[src/rtl/muldiv_unit.sv]
// Iterative radix-2 multiply/divide unit with HI/LO registers for the execute stage.
// Operands are latched as magnitudes; signs are re-applied in FIN.
module muldiv_unit #(
    parameter int unsigned WIDTH = 32
) (
    input  logic             clk,
    input  logic             reset,
    input  logic             start,
    input  logic [1:0]       op,
    input  logic [WIDTH-1:0] a,
    input  logic [WIDTH-1:0] b,
    input  logic             cancel,
    input  logic             hi_we,
    input  logic             lo_we,
    input  logic [WIDTH-1:0] wdata,
    output logic             busy,
    output logic             done,
    output logic [WIDTH-1:0] hi,
    output logic [WIDTH-1:0] lo
);
    localparam int unsigned CW = $clog2(WIDTH);
    localparam int unsigned W2 = 2 * WIDTH;
    localparam logic [CW-1:0] LAST = CW'(WIDTH - 1);

    typedef enum logic [1:0] {
        IDLE = 2'd0,
        CALC = 2'd1,
        FIN  = 2'd2
    } state_t;

    state_t           state;
    logic [CW-1:0]    count;
    logic             is_div;
    logic             neg_lo;
    logic             neg_hi;
    logic             div_zero;
    logic [WIDTH-1:0] acc;
    logic [WIDTH-1:0] sh;
    logic [WIDTH-1:0] opnd;

    logic             sgn;
    logic [WIDTH-1:0] mag_a;
    logic [WIDTH-1:0] mag_b;
    logic [WIDTH:0]   mul_sum;
    logic [WIDTH:0]   rem_shift;
    logic             rem_ge;
    logic [WIDTH-1:0] rem_diff;
    logic [W2-1:0]    prod;
    logic [W2-1:0]    prod_fix;
    logic [WIDTH-1:0] quot_fix;
    logic [WIDTH-1:0] rem_fix;

    assign busy  = (state != IDLE);
    assign sgn   = op[0];
    assign mag_a = (sgn && a[WIDTH-1]) ? (~a + WIDTH'(1)) : a;
    assign mag_b = (sgn && b[WIDTH-1]) ? (~b + WIDTH'(1)) : b;

    // Multiply: {acc,sh} is the shifting product, sh starts as the multiplier.
    // Divide: acc is the partial remainder, sh shifts dividend out and quotient in.
    always_comb begin
        mul_sum   = {1'b0, acc} + (sh[0] ? {1'b0, opnd} : (WIDTH + 1)'(0));
        rem_shift = {acc, sh[WIDTH-1]};
        rem_ge    = (rem_shift >= {1'b0, opnd});
        rem_diff  = rem_shift[WIDTH-1:0] - opnd;
        prod      = {acc, sh};
        prod_fix  = neg_lo ? (~prod + W2'(1)) : prod;
        quot_fix  = div_zero ? {WIDTH{1'b1}} : (neg_lo ? (~sh + WIDTH'(1)) : sh);
        rem_fix   = neg_hi ? (~acc + WIDTH'(1)) : acc;
    end

    always_ff @(posedge clk or posedge reset) begin
        if (reset) begin
            state    <= IDLE;
            count    <= '0;
            is_div   <= 1'b0;
            neg_lo   <= 1'b0;
            neg_hi   <= 1'b0;
            div_zero <= 1'b0;
            acc      <= '0;
            sh       <= '0;
            opnd     <= '0;
            hi       <= '0;
            lo       <= '0;
            done     <= 1'b0;
        end else begin
            done <= 1'b0;
            case (state)
                IDLE: begin
                    if (hi_we) hi <= wdata;
                    if (lo_we) lo <= wdata;
                    if (start && !cancel) begin
                        is_div   <= op[1];
                        neg_lo   <= sgn & (a[WIDTH-1] ^ b[WIDTH-1]);
                        neg_hi   <= sgn & a[WIDTH-1];
                        div_zero <= op[1] && (b == '0);
                        count    <= '0;
                        acc      <= '0;
                        if (op[1]) begin
                            sh   <= mag_a;
                            opnd <= mag_b;
                        end else begin
                            sh   <= mag_b;
                            opnd <= mag_a;
                        end
                        state <= CALC;
                    end
                end
                CALC: begin
                    if (cancel) begin
                        state <= IDLE;
                    end else begin
                        count <= count + CW'(1);
                        if (is_div) begin
                            acc <= rem_ge ? rem_diff : rem_shift[WIDTH-1:0];
                            sh  <= {sh[WIDTH-2:0], rem_ge};
                        end else begin
                            acc <= mul_sum[WIDTH:1];
                            sh  <= {mul_sum[0], sh[WIDTH-1:1]};
                        end
                        if (count == LAST) state <= FIN;
                    end
                end
                FIN: begin
                    state <= IDLE;
                    if (!cancel) begin
                        if (is_div) begin
                            hi <= rem_fix;
                            lo <= quot_fix;
                        end else begin
                            hi <= prod_fix[W2-1:WIDTH];
                            lo <= prod_fix[WIDTH-1:0];
                        end
                        done <= 1'b1;
                    end
                end
                default: state <= IDLE;
            endcase
        end
    end
endmodule

[config.mk]
export PLATFORM = sky130hd
export DESIGN_NAME = muldiv_unit
export DESIGN_NICKNAME = d
export VERILOG_FILES = /design/src/rtl/muldiv_unit.sv
export SDC_FILE = /design/constraint.sdc
export NUM_CORES = 1
export LEC_CHECK = 0
export CORE_ASPECT_RATIO = 2
export CORE_MARGIN = 2
export CORE_UTILIZATION = 37
export CTS_BUF_LIST = sky130_fd_sc_hd__clkbuf_8
export CTS_CLUSTER_SIZE = 8
export DETAILED_ROUTE_END_ITERATION = 7
export GPL_TIMING_DRIVEN = 1
export SLEW_MARGIN = 10
export SYNTH_ARGS = -nofsm -noshare
export SYNTH_HDL_FRONTEND = slang
export SYNTH_SLANG_ARGS = --single-unit
[constraint.sdc]
create_clock -name clk -period 4.7 [get_ports clk]
set_input_delay 0.47 -clock clk [delete_from_list [all_inputs] [get_ports clk]]
set_output_delay 0.47 -clock clk [all_outputs]
set_load 0.02 [all_outputs]
==> results.toml <==
[outcome]
status = "completed"

[placement]
routabilityCongestion = 0.971
dp_hpwl_microns = 51000
dp_cells = 2639
io_buffers = 169

[yosys]
avgSynthCellArea_sq_um = 7.63
yosys-top-cells-area = "dfrtp_1 (28%), a21oi_1 (6.9%), o21ai_0 (6.9%)"
synth_edf_count = 0
postSynth.asyncResetShare_pct = 100
seq_area_frac_synth_pct = 28.0
yosysWarnings = 0
synth_top_flop_cell = "dfrtp_1"
synth.distinct_cells = 93
syn_area_sq_um = 15400
syn_inst = 2016
synth_top_area_share_pct = 28.0
synth_nets = 2192
synth_top_cell_by_area = "dfrtp_1"
ys_seq_elements = 172

[grt]
track_usage_pct = 29.2
grt_pass1_vias = 15494
grt_max_degree = 127
grt-ovfl-total = 0
grt_pass1_wl_microns = 93800
antenna_found_initial = 1

[die]
fp.dieH_microns = 292
die_area_sq_um = 43300
io_pins = 170
num_rows = 105
initial_utilization_pct = 37.5
die_w_microns = 148
core-area_sq_um = 41000

[setup_path]
worstSetupStartpointType = "flop"
critical_path_peak_fanout = 27
timing.rr.end = "acc[28]"
reg2reg_from = "sh[0]"
crit_required_ns = 5.11
critical_path_class = "reg2reg"
rr_worst_depth = 13
crit_path_start = "sh[0]"
cp-end-kind = "flop"
cp.arrival_ns = 4.37
endpoint = "acc[28]"
reg2reg_slack_ns = 0.74

[drt]
m1WireLength_microns = 21900
postRouteAntennaNets = 0
vias = 15664
dr.pass1.iters = 7
wl_met3_microns = 2330
drc = 0
wl_met2_microns = 33200
drt_iter0_drc = 995
routed_wl_microns = 64200
dr.max_layer_used = "met4"
wl_per_cell_microns = 24.0
avgViaCountPerCell = 5.86

[sta]
finalSetupTns_ns = 0
hold_viol_final = 0
fin_crit_sh_pct = 84.3
finalCriticalPeriod_ns = 3.96
maxSlewViolCount = 0
fin_skew_ns = 0.0197
max_freq_mhz = 252
rsz0062_at_grt = "no"
worst_pin_slew_ns = 1.02
maxSlewHeadroom_pct = 32.1
setup_viol = 0

[clock_tree]
clk_pin_slew_ns = 0.11
clock_latency_ns = 0.53
cts_buffers = 17
cts_max_level = 4
cts_buffer_depth = 2
cts_root_buffer = "clkbuf_8"
cts_tree = "yes"
postCtsHoldBufs = 0
cts_num_sinks = 172
postCtsSetupBuffers = 0
postCtsResizedCells = 0

[pwr]
swShare_pct = 52.1
internal_power_mw = 4.86
p_seq_share_pct = 24.2
clockPowerShare_pct = 12.3
leakagePower_nw = 7.45
p_per_area_nw_per_um2 = 562
switchingPower_mw = 5.28
ir_worst_vdd_mv = 0.230
p_comb_share_pct = 63.5

[hold_path]
min_path_type = "in2async"

[final_layout]
area_growth_pct = 17.4
multi_input_area_sq_um = 10300
regArea_sq_um = 4310
fin_nets = 2299
drive_gt1_share_pct = 6.18
fill_cells = 4236
layoutNonFillerInstCount = 2673

[run]
cap_viol_max_count = 0
synthesized netlist by cell type (all sizes together), types with 24 or more instances:
| cell | number |
|---|---|
| nand2 | 219 |
| nor3 | 45 |
| nor2 | 203 |
| clkbuf | 100 |
| mux2i | 44 |
| inv | 70 |
| dfrtp | 172 |
| ha | 70 |
| o31ai | 27 |
| xnor2 | 99 |
| o22ai | 31 |
| o21ai | 239 |
| nand3 | 53 |
| a31oi | 24 |
| a21oi | 213 |
| a21o | 29 |
| xor2 | 61 |
cells by family (layout without fill, tap and decap cells):
logic type | count (synthesis) | in the layout | share of synthesized area (%)
AO/OA/AOI/OAI | 696 | 696 | 27.3
AND/OR/NAND/NOR | 673 | 673 | 21.2
buffers and inverters | 192 | 312 | 4.98
flip-flops | 172 | 172 | 28.0
XOR/XNOR | 160 | 160 | 9.12
adder cells (fa/ha/maj) | 72 | 72 | 5.96
multiplexers | 51 | 51 | 3.38
other | 0 | 2 | 0
sequential cells by signal, indices dropped and copies added (netlist names):
signal and count:
done 1, opnd 32, state 2, is_div 1
div_zero 1, sh 32, count 5, neg_hi 1
lo 32, neg_lo 1, hi 32, acc 32
routing by layer:
layer / global-route usage [%] / up-vias
met2: 53.2 / 541
met5: 0 / -
met4: 25.8 / 0
met1: 28.7 / 7450
met3: 3.04 / 214
li1: - / 7459
through the flow:
step           setup slack (ns)  power, mW  util (%)  hold slack [ns]  instance area, sq um
3_5_place_dp              0.788       8.81      42.9            0.470                 17600
6_report                  0.739       10.1      44.0            0.291                 18000
5_1_grt                   0.473       10.8      44.0            0.321                 18000
4_1_cts                   0.766       10.1      44.0            0.283                 18000
3_3_place_gp              0.875       8.80      42.9            0.462                 17600
2_1_floorplan              1.59       6.59         -            0.450                 15400
critical path: stages (launching register included):
cell and delay [ns]:
dfrtp_1 0.50, inv_1 0.27, buf_4 0.39, nor2_1 0.10, ha_1 0.39, and4_1 0.29, and2_1 0.15, nand4_1 0.14
a2111oi_0 0.81, o31ai_1 0.12, a21boi_0 0.24, o21ai_0 0.10, a32oi_1 0.20, nand3_1 0.09
cell usage in the layout, fill, tap and decap left out, types with 19 or more instances in the layout:
cell type / count
clkbuf_8: 19
xnor2_1: 99
nor4_1: 19
buf_4: 41
ha_1: 70
nor3_1: 41
xor2_1: 61
nand2b_1: 19
nand2_1: 218
o211ai_1: 19
a31oi_1: 24
o21ai_0: 211
clkdlybuf4s50_1: 168
mux2i_1: 44
inv_1: 69
nand3_1: 51
dfrtp_1: 171
a21oi_1: 209
o22ai_1: 31
nor2_1: 200
a21o_1: 28
o21ai_1: 23
o31ai_1: 25
cell type report:
| type | instances | share of cell area [%] |
|---|---|---|
| antenna | 2 | 0.0277 |
| clock buffer | 19 | 1.45 |
| clock inverter | 13 | 1.06 |
| inverter | 70 | 1.48 |
| multi-input combinational | 1652 | 57.3 |
| sequential | 172 | 23.9 |
| tap | 535 | 3.71 |
| timing repair buffer | 210 | 11.1 |
power by group through the flow:
stage / Sequential, mW / Combinational (mW) / Clock (mW)
3_5_place_dp: 2.46 / 6.35 / 0
6_report: 2.45 / 6.44 / 1.25
4_1_cts: 2.42 / 6.38 / 1.27
5_1_grt: 2.48 / 6.95 / 1.32
3_3_place_gp: 2.44 / 6.35 / 0
2_1_floorplan: 2.33 / 4.26 / 0
how the worst min path moves through the flow:
stage	endpoint	depth (start not counted)	start	slack [ns]
finish	hi[31]	2	reset	0.29
global route	hi[31]	2	reset	0.32
CTS	hi[31]	2	reset	0.28
detailed placement	lo[22]	2	lo[22]	0.47
global placement	lo[25]	2	lo[25]	0.46
floorplan	opnd[11]	2	opnd[11]	0.45
Note: power is estimated with default switching activity, not from simulation.
